`config.mk`:
```
export PLATFORM = sky130hd
export DESIGN_NAME = mem_access_stage
export DESIGN_NICKNAME = d
export VERILOG_FILES = /design/src/rtl/mem_access_stage.sv
export SDC_FILE = /design/constraint.sdc
export NUM_CORES = 1
export LEC_CHECK = 0
export ABC_CLOCK_PERIOD_IN_PS = 3500
export BUFFER_PORTS_ARGS = -buffer_cell sky130_fd_sc_hd__buf_2
export CAP_MARGIN = 20
export CORE_ASPECT_RATIO = 0.5
export CORE_MARGIN = 10
export CORE_UTILIZATION = 40
export CTS_CLUSTER_SIZE = 30
export DETAILED_ROUTE_END_ITERATION = 6
export HOLD_SLACK_MARGIN = 0.05
export PLACE_DENSITY = 0.75
export SLEW_MARGIN = 20
export SYNTH_ARGS = -nofsm -noshare
export SYNTH_HDL_FRONTEND = slang
export SYNTH_SLANG_ARGS = --single-unit
export TNS_END_PERCENT = 20
```
`constraint.sdc`:
```
create_clock -name clk -period 3.5 [get_ports clk]
set_clock_uncertainty 0.15 [all_clocks]
set_input_delay 0.35 -clock clk [delete_from_list [all_inputs] [get_ports clk]]
set_output_delay 0.35 -clock clk [all_outputs]
set_load 0.005 [all_outputs]
```
`src/rtl/mem_access_stage.sv`:
```
// Memory-access stage behind the ALU: pass-through writeback, or load/store over a req/ack dmem port.
// Latency: NONE op 1 cycle to wb_valid; LOAD 1 cycle to dmem_req, wb_valid the cycle after dmem_ack.
// Backpressure: holds a single op; in_ready is low from accept until the op retires (wb handshake, store ack, error).
//
// Ports:
//   clk, rst_n                      clock, asynchronous active-low reset
//   in_valid/in_ready, in_op,       upstream op handshake; op 0=NONE 1=LOAD 2=STORE 3=as NONE
//   in_alu_y, in_store_data, in_rd  ALU result (value or byte address), store data, destination register
//   dmem_req/we/addr/wdata          data-memory request, held until dmem_ack or timeout
//   dmem_rdata, dmem_ack            read data and 1-cycle completion pulse
//   wb_valid/wb_ready, wb_data,     writeback beat handshake and payload
//   wb_rd, wb_we
//   err_misalign, err_timeout       1-cycle error pulses
module mem_access_stage #(
    parameter int DATA_W  = 32,
    parameter int RD_W    = 5,
    parameter int TIMEOUT = 16
) (
    input  logic              clk,
    input  logic              rst_n,
    input  logic              in_valid,
    output logic              in_ready,
    input  logic [1:0]        in_op,
    input  logic [DATA_W-1:0] in_alu_y,
    input  logic [DATA_W-1:0] in_store_data,
    input  logic [RD_W-1:0]   in_rd,
    output logic              dmem_req,
    output logic              dmem_we,
    output logic [DATA_W-1:0] dmem_addr,
    output logic [DATA_W-1:0] dmem_wdata,
    input  logic [DATA_W-1:0] dmem_rdata,
    input  logic              dmem_ack,
    output logic              wb_valid,
    input  logic              wb_ready,
    output logic [DATA_W-1:0] wb_data,
    output logic [RD_W-1:0]   wb_rd,
    output logic              wb_we,
    output logic              err_misalign,
    output logic              err_timeout
);

    // Timer counts REQ cycles 0..TIMEOUT-1; keep at least one bit for TIMEOUT==1.
    localparam int TMR_W = (TIMEOUT > 1) ? $clog2(TIMEOUT) : 1;
    localparam logic [TMR_W-1:0] TMR_LAST = TMR_W'(TIMEOUT - 1);

    localparam logic [1:0] OP_LOAD  = 2'd1;
    localparam logic [1:0] OP_STORE = 2'd2;

    typedef enum logic [1:0] {
        IDLE = 2'd0,
        REQ  = 2'd1,
        WB   = 2'd2
    } state_t;

    typedef struct packed {
        logic [DATA_W-1:0] data;
        logic [RD_W-1:0]   rd;
        logic              we;
    } wb_beat_t;

    typedef struct packed {
        logic              we;
        logic [DATA_W-1:0] addr;
        logic [DATA_W-1:0] wdata;
    } mem_req_t;

    state_t     state, state_nxt;
    wb_beat_t   wb_q;
    mem_req_t   req_q;
    logic [TMR_W-1:0] timer;

    logic accept;
    logic in_is_mem;
    logic in_misal;
    logic timer_last;

    assign accept     = in_valid && in_ready;
    assign in_is_mem  = (in_op == OP_LOAD) || (in_op == OP_STORE);
    assign in_misal   = (in_alu_y[1:0] != 2'b00);
    assign timer_last = (timer == TMR_LAST);

    // State register
    always_ff @(posedge clk or negedge rst_n) begin
        if (!rst_n) begin
            state <= IDLE;
        end else begin
            state <= state_nxt;
        end
    end

    // Next state and state-decoded handshake outputs. Deriving these from
    // state alone makes an asynchronous reset drop req/valid immediately.
    always_comb begin
        state_nxt = state;
        in_ready  = 1'b0;
        dmem_req  = 1'b0;
        wb_valid  = 1'b0;
        case (state)
            IDLE: begin
                in_ready = 1'b1;
                if (in_valid) begin
                    if (!in_is_mem) begin
                        state_nxt = WB;
                    end else if (in_misal) begin
                        // Misaligned load still retires a (non-writing) beat;
                        // a misaligned store simply vanishes after the error.
                        state_nxt = (in_op == OP_LOAD) ? WB : IDLE;
                    end else begin
                        state_nxt = REQ;
                    end
                end
            end
            REQ: begin
                dmem_req = 1'b1;
                if (dmem_ack) begin
                    state_nxt = req_q.we ? IDLE : WB;
                end else if (timer_last) begin
                    state_nxt = IDLE;
                end
            end
            WB: begin
                wb_valid = 1'b1;
                if (wb_ready) begin
                    state_nxt = IDLE;
                end
            end
            default: state_nxt = IDLE;
        endcase
    end

    // Datapath registers: operand capture, load return, timer, error pulses.
    always_ff @(posedge clk or negedge rst_n) begin
        if (!rst_n) begin
            wb_q         <= '0;
            req_q        <= '0;
            timer        <= '0;
            err_misalign <= 1'b0;
            err_timeout  <= 1'b0;
        end else begin
            err_misalign <= 1'b0;
            err_timeout  <= 1'b0;
            case (state)
                IDLE: begin
                    if (accept) begin
                        wb_q.rd <= in_rd;
                        if (!in_is_mem) begin
                            wb_q.data <= in_alu_y;
                            wb_q.we   <= (in_rd != '0);
                        end else if (in_misal) begin
                            err_misalign <= 1'b1;
                            wb_q.data    <= '0;
                            wb_q.we      <= 1'b0;
                        end else begin
                            req_q.we    <= (in_op == OP_STORE);
                            req_q.addr  <= in_alu_y;
                            req_q.wdata <= in_store_data;
                            timer       <= '0;
                        end
                    end
                end
                REQ: begin
                    if (dmem_ack) begin
                        if (!req_q.we) begin
                            wb_q.data <= dmem_rdata;
                            wb_q.we   <= (wb_q.rd != '0);
                        end
                    end else if (timer_last) begin
                        err_timeout <= 1'b1;
                    end else begin
                        timer <= timer + 1'b1;
                    end
                end
                default: begin
                end
            endcase
        end
    end

    assign dmem_we    = req_q.we;
    assign dmem_addr  = req_q.addr;
    assign dmem_wdata = req_q.wdata;
    assign wb_data    = wb_q.data;
    assign wb_rd      = wb_q.rd;
    assign wb_we      = wb_q.we;

endmodule
```
# Yosys cells after proc, flatten, opt, wreduce, memory -nomap -nowiden
# Cells that the tools add are included.
totals:
  elab_cells: 76
  output_inout_bits: 108
  in_bits: 108
  regBits: 111
classes:
  muxes: 36
  eq_ne: 16
  n_reduce_logical: 12
  n_addsub: 1
  bitwise_logic: 1
op_table:
  columns: ["operator", "count"]
  rows:
  - ["$mux W32", 4]
  - ["$pmux W32 S2", 1]
  - ["$mux W38", 1]
  - ["$mux W4", 5]
  - ["$ne A2 B2 Y1 const B", 9]
  - ["$mux W2", 8]
  - ["$mux W1", 14]
  - ["$reduce_bool A5 Y1", 2]
  - ["$pmux W4 S2", 1]
  - ["$ne A3 B3 Y1 const B", 2]
  - ["$pmux W2 S3", 1]
  - ["$reduce_and A6 Y1", 1]
  - ["$reduce_and A5 Y1", 1]
  - ["$add A4 B1 Y4 const B", 1]
  - ["$eq A2 B1 Y1 const B", 2]
  - ["$eq A2 B2 Y1 const B", 2]
  - ["$eq A4 B4 Y1 const B", 1]
  - ["$reduce_and A4 Y1", 1]
  - ["$reduce_bool A2 Y1", 2]
  - ["$reduce_and A3 Y1", 1]
  - ["$logic_not A2 Y1", 1]
  - ["$pmux W1 S2", 1]
  - ["$reduce_and A2 Y1", 1]
  - ["$logic_and A1 B1 Y1", 1]
  - ["2 further kinds", 2]

# Logic depth before layout (Yosys ltp)
# Gate-level depths: netlist of the first run.
logic_depth:
  word_depth: 6
  ltp_mapped: 8
  ltp_nobuf: 6

# Least setup slack after synthesis of the first run
# No wires, ideal clock.
synth_timing:
  path_kind: "input to register"
  startpoint: "input in_op[0]"
  endpoint: "register wb_q, in the netlist wb_data[15]"
  setup_ns: 0.128
  path_buffers: 2
  stages: 7
  setup_slack_ns: 1.553
  arrival_ns: 1.669
  required_time_ns: 3.222
  cell_sequence: "inv_1 ha_1 or3_1 a21oi_2 buf_2 buf_2 o21ai_0"
synth_between:
  elab_chain_len: 5
  elab_cells_between_ends: 8
  classes_between: "3 x eq/ne; 3 x mux; 2 x reduce/logical"
synth_lines:
  columns: ["item", "line", "rtl"]
  rows:
  - ["from (decl)", "23", "input logic [1:0] in_op,"]
  - ["$eq A2 B1 Y1 or $eq A2 B2 Y1 (tied branches)", "78", "assign in_is_mem = (in_op == OP_LOAD) || (in_op == OP_STORE);"]
  - ["$logic_or A1 B1 Y1 (*)", "78", null]
  - ["$mux W32", "146", "if (!in_is_mem) begin"]
  - ["$mux W38", "144", "if (accept) begin"]
  - ["$pmux W32 S2", "142", "case (state)"]
  - ["to (decl)", "68", "wb_beat_t wb_q;"]
# Mark *: on every way between the ends. The rest lies on a longest branch, timed or not. The select of a mux whose other input is x is not followed.
# A chain may end at the register's enable or synchronous reset.

# Worst setup path in the final report of the first run
layout_timing:
  startpoint: "register state[1]"
  endpoint: "output dmem_req"
layout_between:
  elab_chain_len: 2
layout_lines:
  columns: ["item", "line", "rtl"]
  rows:
  - ["from (decl)", "67", "state_t state, state_nxt;"]
  - ["from (signal assigned)", "87", "state <= state_nxt;"]
  - ["$eq A2 B1 Y1", "98", "case (state)"]
  - ["$mux W1", "98", null]
  - ["to (decl)", "27", "output logic dmem_req,"]
# Every way passes these cells.

==> results of run 1 <==
## cells in the final DEF, fill, tap and decap left out, types with 5 or more instances in the layout
master     instances
dfrtp_1          111
a22oi_1           33
buf_2            214
mux2_2            20
buf_4              5
o21ai_1            5
mux2_4            48
clkbuf_16          9
o21ai_0           37
nand2_1           37
## state kept, by name, indices dropped and copies added (netlist names), 2 cells and up
signal,flops
state,2
wb_data,32
dmem_addr,32
wb_rd,5
dmem_wdata,32
timer,4
## worst max-delay path by stage
stage	to	depth (start not counted)
floorplan	wb_data[15]	7
global placement	dmem_req	4
detailed placement	wb_data[5]	7
CTS	dmem_req	4
global route	dmem_req	4
finish	dmem_req	4
## power by group
part	switching, mW	internal (mW)	total, mW
combinational	0.507	0.722	1.23
clock	0.448	0.630	1.08
sequential	0.218	1.67	1.89
total	1.17	3.02	4.20
## timing repair
item                       CTS  global route
hold endpoints to repair     0            88
setup endpoints to repair    0             0
hold buffers                 0             1
## through the flow
stage          util (%)  setup WS, ps  std cells  area [sq um]
6_report           55.7           814        721          6240
5_1_grt            55.7           641        721          6240
4_1_cts            55.5           761        720          6230
3_5_place_dp       52.7          1140        704          5920
3_3_place_gp       52.7          1180        704          5920
2_1_floorplan         -          1550        345          4690
## routing by layer
layer | share of wire [%] | vias to the layer above
li1 | - | 1655
met1 | 39 | 1759
met2 | 55 | 79
met3 | 3.7 | 19
met4 | 2.1 | 0
met5 | 0 | -
## kinds of logic after synthesis
| group | after synthesis | share of synthesized area (%) |
|---|---|---|
| AO/OA/AOI/OAI | 80 | 10.6 |
| adder cells (fa/ha/maj) | 3 | 0.801 |
| buffers and inverters | 26 | 3.26 |
| flip-flops | 111 | 59.3 |
| multiplexers | 68 | 20.2 |
| AND/OR/NAND/NOR | 57 | 5.93 |
## area by class of cell
class / instances / share of cell area (%)
Clock inverter: 5 / 1.30
Tap cell: 159 / 3.19
Timing Repair Buffer: 222 / 18.4
Inverter: 5 / 0.301
Sequential cell: 111 / 44.5
Clock buffer: 11 / 3.73
Multi-Input combinational cell: 208 / 28.6
## cell usage after synthesis, drive strengths merged (2+ instances only)
cell type  instances
a21oi              2
a22oi             33
and2               2
buf               14
clkbuf             7
dfrtp            111
ha                 3
inv                4
mux2              68
nand2             38
nor2               3
nor3               2
nor3b              3
nor4bb             2
o21ai             42
or4                2
==> impl_metrics.json, run 1 <==
{
  "rr_endpoint": "wb_data[24]",
  "die_area_sq_um": 16700,
  "core_sq_um": 11200,
  "io_buffers": 215,
  "period_minus_slack_ps": 2690,
  "async_flop_share_pct": 100,
  "synth_area_leaders": "dfrtp_1, mux2_4, a22oi_1",
  "final_max_slew_viol_count": 0,
  "route.detailed.drc": 0,
  "min_from": "dmem_ack",
  "critical-path-slowest-cell": "dfrtp_1",
  "grtUsageMet2_pct": 30.2,
  "io_pins": 216,
  "cp-startpoint": "state[1]",
  "hold_class": "in2reg",
  "maxCapViolations": 0,
  "crit_chain": "nand2b_1 -> clkinv_1 -> buf_4 -> buf_2",
  "holdPathStages": 2,
  "ir_drop_v": 0.000267,
  "grt_pass1_vias": 3828,
  "finalSetupViolations": 0,
  "gp_congestion": 0.749,
  "cts_made_buffers": 9,
  "path_buf_inv": 3,
  "timing.final.crit_share_pct": 76.7,
  "ant_nets": 0,
  "grt.overflow.total": 0,
  "finalSetupTns_ps": 0,
  "yosys.area.top_type_share_pct": 59.3,
  "worstPathArrival_ps": 2190,
  "max_stage_delay_ps": 520,
  "clockRootBuffer": "clkbuf_16",
  "synth_fp_nets": 456,
  "ys_ff_latch": 111,
  "outcome": "finished, final reports clean",
  "nFillCells": 981,
  "cellPowerDensity_nw_per_um2": 672,
  "wirelength_um": 13600,
  "hold-path-endpoint": "err_timeout",
  "multi_input_area_sq_um": 1780,
  "area.growth.synth_to_final_pct": 33.2,
  "grt_antenna_before_repair": 0,
  "whs_ps": 71.5,
  "worst_slew_pin_slew_ps": 807,
  "r2r-start": "state[1]",
  "hold_viol": 0,
  "start_util_pct": 41.8,
  "drt-pass1-iter-count": 4,
  "cts.path.max_buffers": 2,
  "grt_setup_unrepaired": "no",
  "rows": 27,
  "leakage_nw": 3.32,
  "top_usage_layer": "met2",
  "avgViaCountPerCell": 4.87,
  "seqCellArea_sq_um": 2780,
  "die-height_um": 96.5,
  "grt_max_degree": 90,
  "end_kind": "output pin",
  "syn_avg_cell_area_sq_um": 13.6,
  "grtUsageTotal_pct": 15.6,
  "synth-seq-area-share_pct": 59.3,
  "grtUsageMet1_pct": 16.8,
  "synth_flop_cell": "dfrtp_1",
  "cts_max_level": 3,
  "synth_edf_count": 0,
  "ctsResizeCount": 0,
  "cp.required_ps": 3000,
  "cts.clk_slew.worst_paths_ps": 70,
  "yosysTopAreaCell": "dfrtp_1",
  "dp_hpwl_um": 10400,
  "cp-start-kind": "flip-flop",
  "grt_util_met3_pct": 3.56,
  "yosys_warnings": 0,
  "drive_above_1_share_pct": 54.6,
  "clock_latency_ps": 340,
  "num_antenna_cells": 0,
  "reg2regPathDepth": 5,
  "dr.first_iter.drc_count": 161,
  "finalPower_mw": 4.20,
  "cts_tree": "built",
  "critical_path.top_delay_family": "buffers and inverters",
  "cts.sink_count": 111,
  "syn_inst": 345,
  "wl_per_cell_um": 18.9,
  "max_freq_mhz": 372,
  "cp_max_fo": 18,
  "cts_setup_buffers": 0,
  "crit_type": "reg2out",
  "die-width_um": 173,
  "synth_area_sq_um": 4690,
  "vias": 3512,
  "r2r_slack_ps": 1200,
  "final_nets": 668,
  "synth.distinct_cells": 31,
  "grt_pass1_wl_um": 20900,
  "max_slew_margin_pct": 46.2
}
Power figures use the tool's default switching activity.
==> inputs of run 2 (changes only) <==
--- a/config.mk
+++ b/config.mk
@@ -5,7 +5,7 @@
 export SDC_FILE = /design/constraint.sdc
 export NUM_CORES = 1
 export LEC_CHECK = 0
-export ABC_CLOCK_PERIOD_IN_PS = 3500
+export ABC_CLOCK_PERIOD_IN_PS = 2410
 export BUFFER_PORTS_ARGS = -buffer_cell sky130_fd_sc_hd__buf_2
 export CAP_MARGIN = 20
 export CORE_ASPECT_RATIO = 0.5
@@ -14,7 +14,7 @@
 export CTS_CLUSTER_SIZE = 30
 export DETAILED_ROUTE_END_ITERATION = 6
 export HOLD_SLACK_MARGIN = 0.05
-export PLACE_DENSITY = 0.75
+export PLACE_DENSITY = 0.78
 export SLEW_MARGIN = 20
 export SYNTH_ARGS = -nofsm -noshare
 export SYNTH_HDL_FRONTEND = slang
==> constraint.sdc (replaced) <==
create_clock -name clk -period 2.41 [get_ports clk]
set_clock_uncertainty 0.15 [all_clocks]
set_input_delay 0.241 -clock clk [delete_from_list [all_inputs] [get_ports clk]]
set_output_delay 0.241 -clock clk [all_outputs]
set_load 0.005 [all_outputs]
==> run 2 against run 1 <==
Net effect: clock power rose by 31%; sequential share of layout area fell by 5.0 points; worst setup slack got worse by 420 ps; die area did not move; non-clock buffer count rose by 80; critical endpoint unchanged.
==> impl_metrics.json, run 2 (same netlist as run 1, synthesis figures left out) <==
{
  "nFillCells": 901,
  "comb_power_share_pct": 31.7,
  "vias": 3925,
  "die-width_um": 173,
  "max_slew_margin_pct": 56.5,
  "cts.clk_slew.worst_paths_ps": 70,
  "grt_pass1_wl_um": 23300,
  "r2r-start": "state[1]",
  "timing.final.crit_share_pct": 83.4,
  "cts_max_level": 3,
  "cts.sink_count": 111,
  "hold_viol": 0,
  "die_area_sq_um": 16700,
  "leakage_nw": 3.65,
  "grt_pass1_vias": 4331,
  "hold-path-endpoint": "wb_data[18]",
  "wirelength_um": 15200,
  "critical_path.top_delay_family": "buffers and inverters",
  "cp.required_ps": 2020,
  "finalSetupViolations": 0,
  "grt_max_degree": 50,
  "cp_max_fo": 22,
  "max_stage_delay_ps": 490,
  "io_buffers": 215,
  "finalPower_mw": 6.10,
  "gp_congestion": 0.796,
  "layout_commonest_cell": "buf_2",
  "clock_latency_ps": 340,
  "start_util_pct": 41.8,
  "min_from": "dmem_rdata[18]",
  "rr_endpoint": "wb_data[15]",
  "ir_drop_v": 0.000428,
  "seq_power_share_pct": 45.1,
  "clockRootBuffer": "clkbuf_16",
  "r2r_slack_ps": 500,
  "reg2regPathDepth": 5,
  "final_cell_mix": "buf_2, dfrtp_1, dlygate4sd3_1",
  "grt_antenna_before_repair": 0,
  "worstPathArrival_ps": 1620,
  "io_pins": 216,
  "holdPathStages": 3,
  "route.detailed.drc": 0,
  "rows": 27,
  "p_sw_share_pct": 29.4,
  "fin_util_pct": 62.6,
  "dp_hpwl_um": 10600,
  "core_sq_um": 11200,
  "grt.overflow.total": 0,
  "hold_class": "in2reg",
  "die-height_um": 96.5,
  "area.growth.synth_to_final_pct": 49.9,
  "seqCellArea_sq_um": 2780,
  "clock_power_share_pct": 23.2,
  "final_max_slew_viol_count": 0,
  "cts.path.max_buffers": 2,
  "internal_power_mw": 4.31,
  "crit_type": "reg2out",
  "final_nets": 748,
  "crit_chain": "nand2b_1 -> clkinv_1 -> buf_4 -> buf_2",
  "grtUsageTotal_pct": 17.3,
  "switching_power_mw": 1.80,
  "multi_input_area_sq_um": 1780,
  "dr.first_iter.drc_count": 243,
  "grt_setup_unrepaired": "no",
  "worst_slew_pin_slew_ps": 644,
  "cts_made_buffers": 9,
  "wl_per_cell_um": 19.0,
  "ant_nets": 0,
  "end_kind": "output pin",
  "cellPowerDensity_nw_per_um2": 869,
  "critical-path-slowest-cell": "dfrtp_1",
  "cts_tree": "built",
  "maxCapViolations": 0,
  "path_buf_inv": 3,
  "drt-pass1-iter-count": 4,
  "avgViaCountPerCell": 4.89,
  "drive_above_1_share_pct": 49.1,
  "finalSetupTns_ps": 0,
  "outcome": "finished, final reports clean",
  "period_minus_slack_ps": 2010,
  "max_freq_mhz": 497,
  "cp-start-kind": "flip-flop"
}
-- run 2: cell types whose count changed in the layout (fill, tap and decap cells not counted), moves of 2 or more --
cell and change:
clkinvlp_4 +2, diode_2 +2, dlygate4sd3_1 +74, bufinv_16 -2
buf_12 +2, buf_4 +5, clkbuf_1 -2
-- run 2: final cells by class --
| type | instances | area share (%) |
|---|---|---|
| flip-flops and latches | 111 | 39.5 |
| repair buffers | 302 | 27.9 |
| multi-input cells | 208 | 25.4 |
| clock buffers | 10 | 3.40 |
| well taps | 159 | 2.83 |
| clock inverters | 6 | 0.641 |
| inverters | 5 | 0.267 |
| diodes | 2 | 0.0712 |
-- run 2: how the worst max path moves through the flow --
stage	startpoint	end	slack (ps)	depth (start not counted)
6_report	state[1]	dmem_req	400	4
5_1_grt	state[1]	dmem_req	300	4
4_1_cts	state[1]	dmem_req	390	4
3_5_place_dp	in_op[0]	dmem_wdata[20]	210	7
3_3_place_gp	in_op[0]	dmem_wdata[16]	290	7
2_1_floorplan	in_op[0]	wb_data[15]	570	7
-- run 2: power by group through the flow --
stage	combinational (mW)	clock [mW]	sequential [mW]
after floorplan	0.823	0	2.81
after global placement	1.80	0	2.74
after detailed placement	1.86	0	2.77
after CTS	1.96	1.46	2.75
after global routing	2.09	1.53	2.82
final	1.93	1.42	2.75
-- run 2: timing repair --
| item | in CTS | in global routing |
|---|---|---|
| hold endpoints to repair | 112 | 0 |
| hold buffers | 75 | 0 |
| setup buffers | 0 | 0 |
| gates resized for setup | 0 | 0 |
-- run 2: stage by stage --
stage	setup WS [ps]	hold WS, ps	area, sq um	cells
final	399	59.8	7030	803
after global routing	297	60.7	7020	801
after CTS	391	51.4	7020	801
after detailed placement	212	117	5990	710
after global placement	291	115	5990	710
after floorplan	572	-205	4690	345
-- run 2: routing by layer --
layer	track usage (%)	vias to the layer above	part of all wire, %
met5	0	-	0
met4	6.91	0	2.9
met3	3.95	29	3.5
met2	34.8	109	58
met1	17.5	1970	36
li1	-	1817	-
-- run 2: worst min-delay path: stages --
cell and delay [ps]:
buf_2 80, a22oi_1 80, o21ai_1 110
==> inputs of run 3 (changes only) <==
--- a/config.mk
+++ b/config.mk
@@ -5,7 +5,8 @@
 export SDC_FILE = /design/constraint.sdc
 export NUM_CORES = 1
 export LEC_CHECK = 0
-export ABC_CLOCK_PERIOD_IN_PS = 2410
+export ABC_AREA = 1
+export ABC_CLOCK_PERIOD_IN_PS = 1800
 export BUFFER_PORTS_ARGS = -buffer_cell sky130_fd_sc_hd__buf_2
 export CAP_MARGIN = 20
 export CORE_ASPECT_RATIO = 0.5
@@ -14,7 +15,7 @@
 export CTS_CLUSTER_SIZE = 30
 export DETAILED_ROUTE_END_ITERATION = 6
 export HOLD_SLACK_MARGIN = 0.05
-export PLACE_DENSITY = 0.78
+export PLACE_DENSITY = 0.77
 export SLEW_MARGIN = 20
 export SYNTH_ARGS = -nofsm -noshare
 export SYNTH_HDL_FRONTEND = slang
==> constraint.sdc (replaced) <==
create_clock -name clk -period 1.8 [get_ports clk]
set_clock_uncertainty 0.15 [all_clocks]
set_input_delay 0.18 -clock clk [delete_from_list [all_inputs] [get_ports clk]]
set_output_delay 0.18 -clock clk [all_outputs]
set_load 0.005 [all_outputs]
==> run 3 against run 2 <==
Net effect: synthesized area rose by 5.9%; register-to-register slack got worse by 370 ps; clock power rose by 44%; combinational power rose by 72%; die area rose by 4.9%; power rose by 54%; hold slack improved by 8.0 ps; sequential cell count did not move; utilization rose by 0.65 points; first-iteration DRC count rose by 64%; sequential share of layout area fell by 2.9 points; non-clock buffer count rose by 31; largest cell class unchanged; largest power group unchanged; highest routed layer unchanged.
==> impl_metrics.json, run 3 <==
{
  "outcome": "finished, final reports clean",
  "final_nets": 1052,
  "ir_drop_v": 0.000590,
  "cts_setup_buffers": 0,
  "drt-pass1-iter-count": 7,
  "clockRootBuffer": "clkbuf_16",
  "crit_chain": "nor2_2 -> buf_12 -> buf_2",
  "crit_type": "reg2out",
  "yosysTopAreaCell": "dfrtp_1",
  "io_pins": 216,
  "clock_latency_ps": 340,
  "stdcell_area_sq_um": 7580,
  "drive_above_1_share_pct": 28.0,
  "cp-start-kind": "flip-flop",
  "area.growth.synth_to_final_pct": 52.8,
  "critical_path.top_delay_family": "flip-flops",
  "dp.cells": 991,
  "ant_nets": 0,
  "cts.sink_count": 111,
  "synth_area_sq_um": 4960,
  "gp_congestion": 0.846,
  "end_kind": "output pin",
  "placed_area_sq_um": 6210,
  "synth_fp_nets": 741,
  "yosys.area.top_type_share_pct": 56.0,
  "final_max_slew_viol_count": 0,
  "hold_class": "in2reg",
  "synthMostInstantiatedCell": "nand2_1",
  "grt_pass1_vias": 5614,
  "path_buf_inv": 2,
  "synth_edf_count": 0,
  "wl_per_cell_um": 16.1,
  "synth.distinct_cells": 21,
  "die-width_um": 178,
  "grtUsageTotal_pct": 19.6,
  "leakage_nw": 4.27,
  "cts_max_level": 3,
  "syn_inst": 630,
  "max_slew_margin_pct": 64.7,
  "yosys_warnings": 0,
  "start_util_pct": 41.4,
  "timing.final.crit_share_pct": 94.9,
  "synth_area_leaders": "dfrtp_1, nand2_1, o21ai_0",
  "synth-seq-area-share_pct": 56.0,
  "die-height_um": 98.8,
  "grt_setup_unrepaired": "no",
  "worst_slew_pin_slew_ps": 528,
  "synth_common_cells": "nand2_1, dfrtp_1, o21ai_0",
  "max_freq_mhz": 586,
  "maxCapViolations": 0,
  "cp_max_fo": 39,
  "async_flop_share_pct": 100,
  "io_buffers": 215,
  "layout_commonest_cell": "nand2_1",
  "final_cell_mix": "nand2_1, buf_2, dfrtp_1",
  "die_area_sq_um": 17500,
  "critical-path-slowest-cell": "dfrtp_1",
  "syn_avg_cell_area_sq_um": 7.88,
  "core_sq_um": 12000,
  "setup_ws_ps": 92.5,
  "grt.overflow.total": 0,
  "dp_hpwl_um": 11300,
  "worstPathArrival_ps": 1380,
  "hold_viol": 0,
  "grt_max_degree": 53,
  "period_minus_slack_ps": 1710,
  "cts.clk_slew.worst_paths_ps": 70,
  "wirelength_um": 18000,
  "fin_cells": 1114,
  "cellPowerDensity_nw_per_um2": 1240,
  "cts_made_buffers": 9,
  "ys_ff_latch": 111,
  "rows": 28,
  "grt_pass1_wl_um": 28000,
  "route.detailed.drc": 0,
  "avgViaCountPerCell": 4.79,
  "grt_antenna_before_repair": 3,
  "dr.first_iter.drc_count": 399,
  "max_stage_delay_ps": 420,
  "synth_flop_cell": "dfrtp_1",
  "finalPower_mw": 9.38,
  "cts.path.max_buffers": 2,
  "cp.required_ps": 1470,
  "place_ws_ps": -71.2,
  "cts_tree": "built",
  "vias": 5339,
  "finalSetupViolations": 0
}
run 3: changes by cell type in the layout (fill, tap and decap cells not counted), sizes merged, moves of 14 or more:
cell	before	now
a22oi	33	0
dlygate4sd3	75	103
mux2	68	0
nand2	38	388
inv	5	21
nor2	3	23
nand3	1	15
run 3: where the power goes:
group	switching [mW]	internal, mW	leakage [nW]
clock	0.939	1.10	0.151
sequential	0.573	3.46	1.44
combinational	1.81	1.50	2.68
total	3.32	6.06	4.27
run 3: final timing paths:
check	startpoint	endpoint	slack (ps)	cells past startpoint
min	in_alu_y[0]	err_misalign	70	3
max	state[1]	dmem_req	90	3
min in group asynchronous	rst_n	dmem_wdata[4]	130	2
min reg2reg	wb_data[18]	wb_data[18]	330	2
max in group asynchronous	rst_n	state[0]	780	3
max reg2reg	state[1]	timer[3]	130	7
run 3: repair_timing:
item	CTS	global route
hold buffers	103	0
gates resized for setup	3	6
cloned	0	1
pin swaps	2	1
endpoints found under the hold margin	212	0
setup endpoints to repair	27	38
run 3: area by class of cell:
cell class	count	area, sq um
repair buffers	333	2300
well taps	165	206
clock buffers	9	225
diodes	3	7.51
flip-flops and latches	111	2780
inverters	18	67.6
multi-input cells	468	1920
fillers	981	4400
clock inverters	7	78.8
run 3: through the flow:
stage                     util [%]  hold WS, ps  TNS, ps
after global routing          63.3          104        0
after detailed placement      51.8        -42.2    -1360
after floorplan                  -         -266        0
final                         63.3         67.8        0
after CTS                     63.0         58.7    -59.4
after global placement        51.8        -44.8     -504
run 3: kinds of logic (layout without fill, tap and decap cells):
family,Yosys count,count (layout),synth area share (%)
AOI/OAI and AO/OA,36,36,3.68
DFF,111,111,56.0
other,0,3,0
adders and majority gates,3,3,0.756
and+or+nand+nor,428,429,33.7
buffers and inverters,52,367,5.87
run 3: routing by layer:
metal | vias to the layer above | track usage [%] | part of all wire [%]
met4 | 0 | 11.4 | 4.7
met2 | 231 | 35.3 | 53
met5 | - | 0 | 0
li1 | 2538 | - | -
met1 | 2498 | 21.0 | 37
met3 | 72 | 4.34 | 6.0
run 3: worst min-delay path, delay by kind of cell:
family                 cells  cell delay, ps
buffers and inverters      1             100
AND/OR/NAND/NOR            2             220
